`config.mk`:
```
export PLATFORM = sky130hd
export DESIGN_NAME = branch_pc_unit
export DESIGN_NICKNAME = d
export VERILOG_FILES = /design/src/rtl/branch_pc_unit_pkg.sv /design/src/rtl/branch_pc_unit_sat_counter.sv /design/src/rtl/branch_pc_unit.sv
export SDC_FILE = /design/constraint.sdc
export NUM_CORES = 1
export LEC_CHECK = 0
export BUFFER_PORTS_ARGS = -buffer_cell sky130_fd_sc_hd__buf_2
export CAP_MARGIN = 20
export CORE_MARGIN = 2
export CORE_UTILIZATION = 55
export CTS_CLUSTER_DIAMETER = 150
export DETAILED_ROUTE_END_ITERATION = 8
export GPL_TIMING_DRIVEN = 0
export PLACE_DENSITY_LB_ADDON = 0.15
export SYNTH_ARGS = -nofsm -noshare
export SYNTH_HDL_FRONTEND = slang
export SYNTH_SLANG_ARGS = --single-unit
```
`constraint.sdc`:
```
create_clock -name clk -period 7.3 [get_ports clk]
set_clock_uncertainty 0.15 [all_clocks]
set_input_delay 1.46 -clock clk [delete_from_list [all_inputs] [get_ports clk]]
set_output_delay 1.46 -clock clk [all_outputs]
set_load 0.02 [all_outputs]
```
`src/rtl/branch_pc_unit_pkg.sv`:
```
// Shared types and constants for the branch / fetch-PC unit.
// FSM encoding, PC defaults and the sequential fetch step.
package branch_pc_unit_pkg;

    typedef enum logic {
        RUN = 1'b0,
        EXC = 1'b1
    } bpu_state_e;

    localparam logic [31:0] RESET_PC_DEF = 32'h0000_0000;
    localparam logic [31:0] TRAP_VEC_DEF = 32'h0000_0100;
    localparam logic [31:0] PC_STEP      = 32'd4;

endpackage

```
`src/rtl/branch_pc_unit_sat_counter.sv`:
```
// Saturating up-counter with synchronous active-high reset.
// Holds at all-ones once reached.
module sat_counter #(
    parameter int W = 32
) (
    input  logic         clk,
    input  logic         rst,
    input  logic         inc,
    output logic [W-1:0] count
);

    always_ff @(posedge clk) begin
        if (rst) begin
            count <= '0;
        end else if (inc && (count != {W{1'b1}})) begin
            count <= count + 1'b1;
        end
    end

endmodule

```
`src/rtl/branch_pc_unit.sv`:
```
// ID-stage branch resolution, fetch PC register and misaligned-target trap.
// Redirects fetch with a one-bubble penalty and keeps branch statistics.
module branch_pc_unit
    import branch_pc_unit_pkg::*;
#(
    parameter logic [31:0] RESET_PC = RESET_PC_DEF,
    parameter logic [31:0] TRAP_VEC = TRAP_VEC_DEF,
    parameter int          CNT_W    = 32
) (
    input  logic             clk,
    input  logic             rst,
    input  logic             stall_if,
    input  logic             id_valid,
    input  logic             id_is_branch,
    input  logic             id_is_jal,
    input  logic             id_is_jalr,
    input  logic [31:0]      id_pc,
    input  logic [31:0]      id_imm,
    input  logic [31:0]      id_rs1_val,
    input  logic             cmp_result,
    input  logic             exc_ack,
    output logic [31:0]      pc_out,
    output logic             if_id_flush,
    output logic             redirect,
    output logic             misalign_exc,
    output logic [31:0]      misalign_addr,
    output logic [CNT_W-1:0] branch_count,
    output logic [CNT_W-1:0] taken_count
);

    bpu_state_e  state_q, state_d;
    logic [31:0] pc_d;
    logic        exc_d;
    logic [31:0] addr_d;
    logic [31:0] target;
    logic        take;
    logic        misal;
    logic        is_cond;
    logic        cnt_inc;
    logic        tkn_inc;

    // JALR wins over JAL/branch when the decoder misbehaves
    always_comb begin
        target = id_pc + id_imm;
        if (id_is_jalr) begin
            target = (id_rs1_val + id_imm) & ~32'h1;
        end
    end

    assign take = id_valid &
                  (id_is_jalr | id_is_jal | (id_is_branch & cmp_result));
    assign misal   = take & (target[1:0] != 2'b00);
    assign is_cond = id_valid & id_is_branch & ~id_is_jal & ~id_is_jalr;

    always_comb begin
        state_d     = state_q;
        pc_d        = pc_out;
        exc_d       = misalign_exc;
        addr_d      = misalign_addr;
        if_id_flush = 1'b0;
        redirect    = 1'b0;
        unique case (state_q)
            RUN: begin
                if (misal) begin
                    state_d     = EXC;
                    exc_d       = 1'b1;
                    addr_d      = target;
                    if_id_flush = 1'b1;
                end else if (take) begin
                    pc_d        = target;
                    redirect    = 1'b1;
                    if_id_flush = 1'b1;
                end else if (!stall_if) begin
                    pc_d = pc_out + PC_STEP;
                end
            end
            EXC: begin
                if_id_flush = 1'b1;
                if (exc_ack) begin
                    pc_d    = TRAP_VEC;
                    exc_d   = 1'b0;
                    state_d = RUN;
                end
            end
            default: state_d = RUN;
        endcase
        if (rst) begin
            if_id_flush = 1'b0;
            redirect    = 1'b0;
        end
    end

    always_ff @(posedge clk) begin
        if (rst) begin
            state_q       <= RUN;
            pc_out        <= RESET_PC;
            misalign_exc  <= 1'b0;
            misalign_addr <= 32'h0;
        end else begin
            state_q       <= state_d;
            pc_out        <= pc_d;
            misalign_exc  <= exc_d;
            misalign_addr <= addr_d;
        end
    end

    assign cnt_inc = (state_q == RUN) & is_cond;
    assign tkn_inc = cnt_inc & cmp_result;

    sat_counter #(.W(CNT_W)) u_branch_cnt (
        .clk   (clk),
        .rst   (rst),
        .inc   (cnt_inc),
        .count (branch_count)
    );

    sat_counter #(.W(CNT_W)) u_taken_cnt (
        .clk   (clk),
        .rst   (rst),
        .inc   (tkn_inc),
        .count (taken_count)
    );

    always_ff @(posedge clk) begin
        if (!rst && id_valid) begin
            assert ($onehot0({id_is_branch, id_is_jal, id_is_jalr}))
            else $error("multiple control-transfer flags in ID");
        end
    end

endmodule

```
==> run metrics <==
Seq/Total Area, Yosys 26.9%; met2 Use GR 54.0%; antenna-violating nets left 0; final setup vio count 0; worst min path class reg2reg; Critical path destination redirect; I/O Pins 236; Detailed Place HPWL 24.3 mm; RePlAce Congestion 0.978; critical path type in2out; Data arrival, critical path 4360 ps; Worst Setup Start Kind input port; met3 GRT Util 5.41%; area occupied by registers 0.00260 mm^2; drt pass-1 iters 7; initial antenna violation count 1; via/cell ratio 5.95; register bit total from synthesis 130; drt first-iter violations 810; layout cells sized above 1 18.7%; Max VDD drop 173 uV; worst endpoint required time 5690 ps; count of input and output buffers 235; Global Route Usage Sum 32.3%; Rows 48; Max Buffers Root-to-Sink 2; Final Util 68.4%; multi-input combinational cell area 0.00672 mm^2; first-pass GRT wire length 47.9 mm; Final TNS setup 0 ps; CTS Root Cell clkbuf_16; Top Family by Delay on Critical Path simple AND/OR/NAND/NOR gates; final hold viol count 0; Initial Util 56.1%; GR peak layer met2; Critical Path Sink Type output pin; Period minus WS final 5970 ps; max-slew violations 0; Ys Warns 0; Critical Path Stages 10; mapped cell area 0.00967 mm^2; Pleak 5.18 nW; Syn Inst Count 1301; Least-Margin Pin Slew 836 ps; Vias 10.7k; Async S/R FF share, synth 0%; CP max stage delay 520 ps; ranking of synthesized cells by area dfxtp_1 (27%), ha_1 (8.3%), a21oi_1 (7.2%), nor2_1 (6.4%), nand2_1 (5.5%); Netlist cell types 75; DP Cell Count 1761; reg2reg path depth 10; crit-path most repeated cell buf_2; Worst Path Buf+Inv 3; die span in y 137 um; reg-to-reg endpoint u_taken_cnt.count[23]; H-tree levels 4; top post-synthesis cells by count nor2_1 (164), nand2_1 (143), a21oi_1 (139); max cap viols 0; Cell Count, Final, Fillers Out 1793; die area 0.0187 mm^2; Die W 137 um; normalized max-slew margin 43.9%; DRC Markers 0; Worst Path Max Fanout 10; largest net degree at the start of global routing 17; CTS tree built; period utilization 81.8%; RSZ-0062 raised after global routing no; Overflow after GRT 0; post-synth net total 1472; clk_lat worst skew 420 ps; clock-pin slew on the worst setup and hold paths 50 ps; fmax 168 MHz; clock sinks 130; area leader, netlist dfxtp_1; core area 0.0172 mm^2; filler instances 1568; CP max-delay cell nor3_1; most instantiated library cell after synthesis nor2_1; reg2reg start state_q; vias in the first global route 9862; GR Util met1 41.2%; Area Growth Syn to Fin 21.9%; cells along the critical path buf_2 > ha_1 > fa_1 > o21bai_1 > a211oi_1 > a221o_1 > nor3_1 > nand2_2 > inv_1 > buf_2; Post-synth EDFFs 0; CTS Hold Buffers Added 0; TritonCTS Buffers 17; top_reg_cell synth dfxtp_1; Mapped Avg Cell Area 7.43 um^2; Wirelength per Cell 17.1 um; Power Dens Cells 205 mW/mm^2; top-area cell type share of the netlist area 26.9%; CP Launch Point id_imm[0]; nets 1726; DRT Wirelength 30.7 mm; CTS resizes 0; R2R Setup Slk 4180 ps; post-CTS setup buffer count 0; status complete, no violations
-- layout by cell type, fill, tap and decap left out, drive strengths merged, types with 10 or more instances in the layout --
master	count
xnor2	54
ha	64
and3	22
dfxtp	130
a31oi	10
nor3	28
o21ai	94
a21o	27
a211oi	30
and2	16
nor2	164
inv	30
clkbuf	64
nand2	144
or3	18
nor4	14
nand4	25
xor2	56
buf	244
a21oi	140
nand3	51
-- state kept, by name, indices dropped and copies added (netlist names) --
name	count
u_taken_cnt.count	32
state_q	1
pc_out	32
misalign_addr	32
misalign_exc	1
u_branch_cnt.count	32
-- cells by family after synthesis --
family / after synthesis / share of synthesized area [%]
AOI/OAI and AO/OA: 377 / 23.8
DFF: 130 / 26.9
and+or+nand+nor: 524 / 25.8
adders and majority gates: 66 / 8.69
muxes: 11 / 1.16
xor gates and xnor gates: 110 / 9.96
buffers and inverters: 83 / 3.64
-- how the worst min path moves through the flow --
| stage | start | end | slack [ps] | depth (start not counted) |
|---|---|---|---|---|
| final | misalign_addr[22] | misalign_addr[22] | 300 | 2 |
| after global routing | misalign_addr[2] | misalign_addr[2] | 330 | 2 |
| after CTS | misalign_addr[22] | misalign_addr[22] | 300 | 2 |
| after detailed placement | misalign_addr[22] | misalign_addr[22] | 300 | 2 |
| after global placement | misalign_addr[22] | misalign_addr[22] | 290 | 2 |
| after floorplan | misalign_addr[22] | misalign_addr[22] | 380 | 2 |
-- metal layers --
metal  wire (um)  vias up
met2       14300      483
li1            -     5207
met5           0        -
met3        2240       82
met1       13100     4902
met4        1040        0
-- area by class of cell --
class	instances	area share [%]
Sequential cell	130	22.1
Clock buffer	19	3.84
Tap cell	225	2.39
Buffer	54	2.06
Timing Repair Buffer	235	9.98
Clock inverter	12	1.73
Inverter	29	0.923
Antenna cell	1	0.0212
Multi-Input combinational cell	1088	57.0
-- stage by stage --
stage | hold WS [ps] | worst slack [ps] | instance area (um^2) | power [mW]
2_1_floorplan | 380 | 2270 | 9670 | 1.25
3_3_place_gp | 289 | 1450 | 11100 | 1.45
3_5_place_dp | 298 | 1430 | 11100 | 1.46
4_1_cts | 304 | 1410 | 11800 | 2.40
5_1_grt | 330 | 1240 | 11800 | 2.51
6_report | 301 | 1330 | 11800 | 2.42
-- power by group --
| part | switching [mW] | internal [mW] | leakage (nW) |
|---|---|---|---|
| combinational | 0.430 | 0.249 | 3.80 |
| sequential | 0.0370 | 0.746 | 1.06 |
| clock | 0.329 | 0.624 | 0.323 |
| total | 0.796 | 1.62 | 5.18 |
-- tightest hold or removal path: stages, from the launching register on --
cell,delay [ps]
dfxtp_1,300
nand2_1,50
a21oi_1,50
No activity file was read; power rests on OpenSTA's default activity.
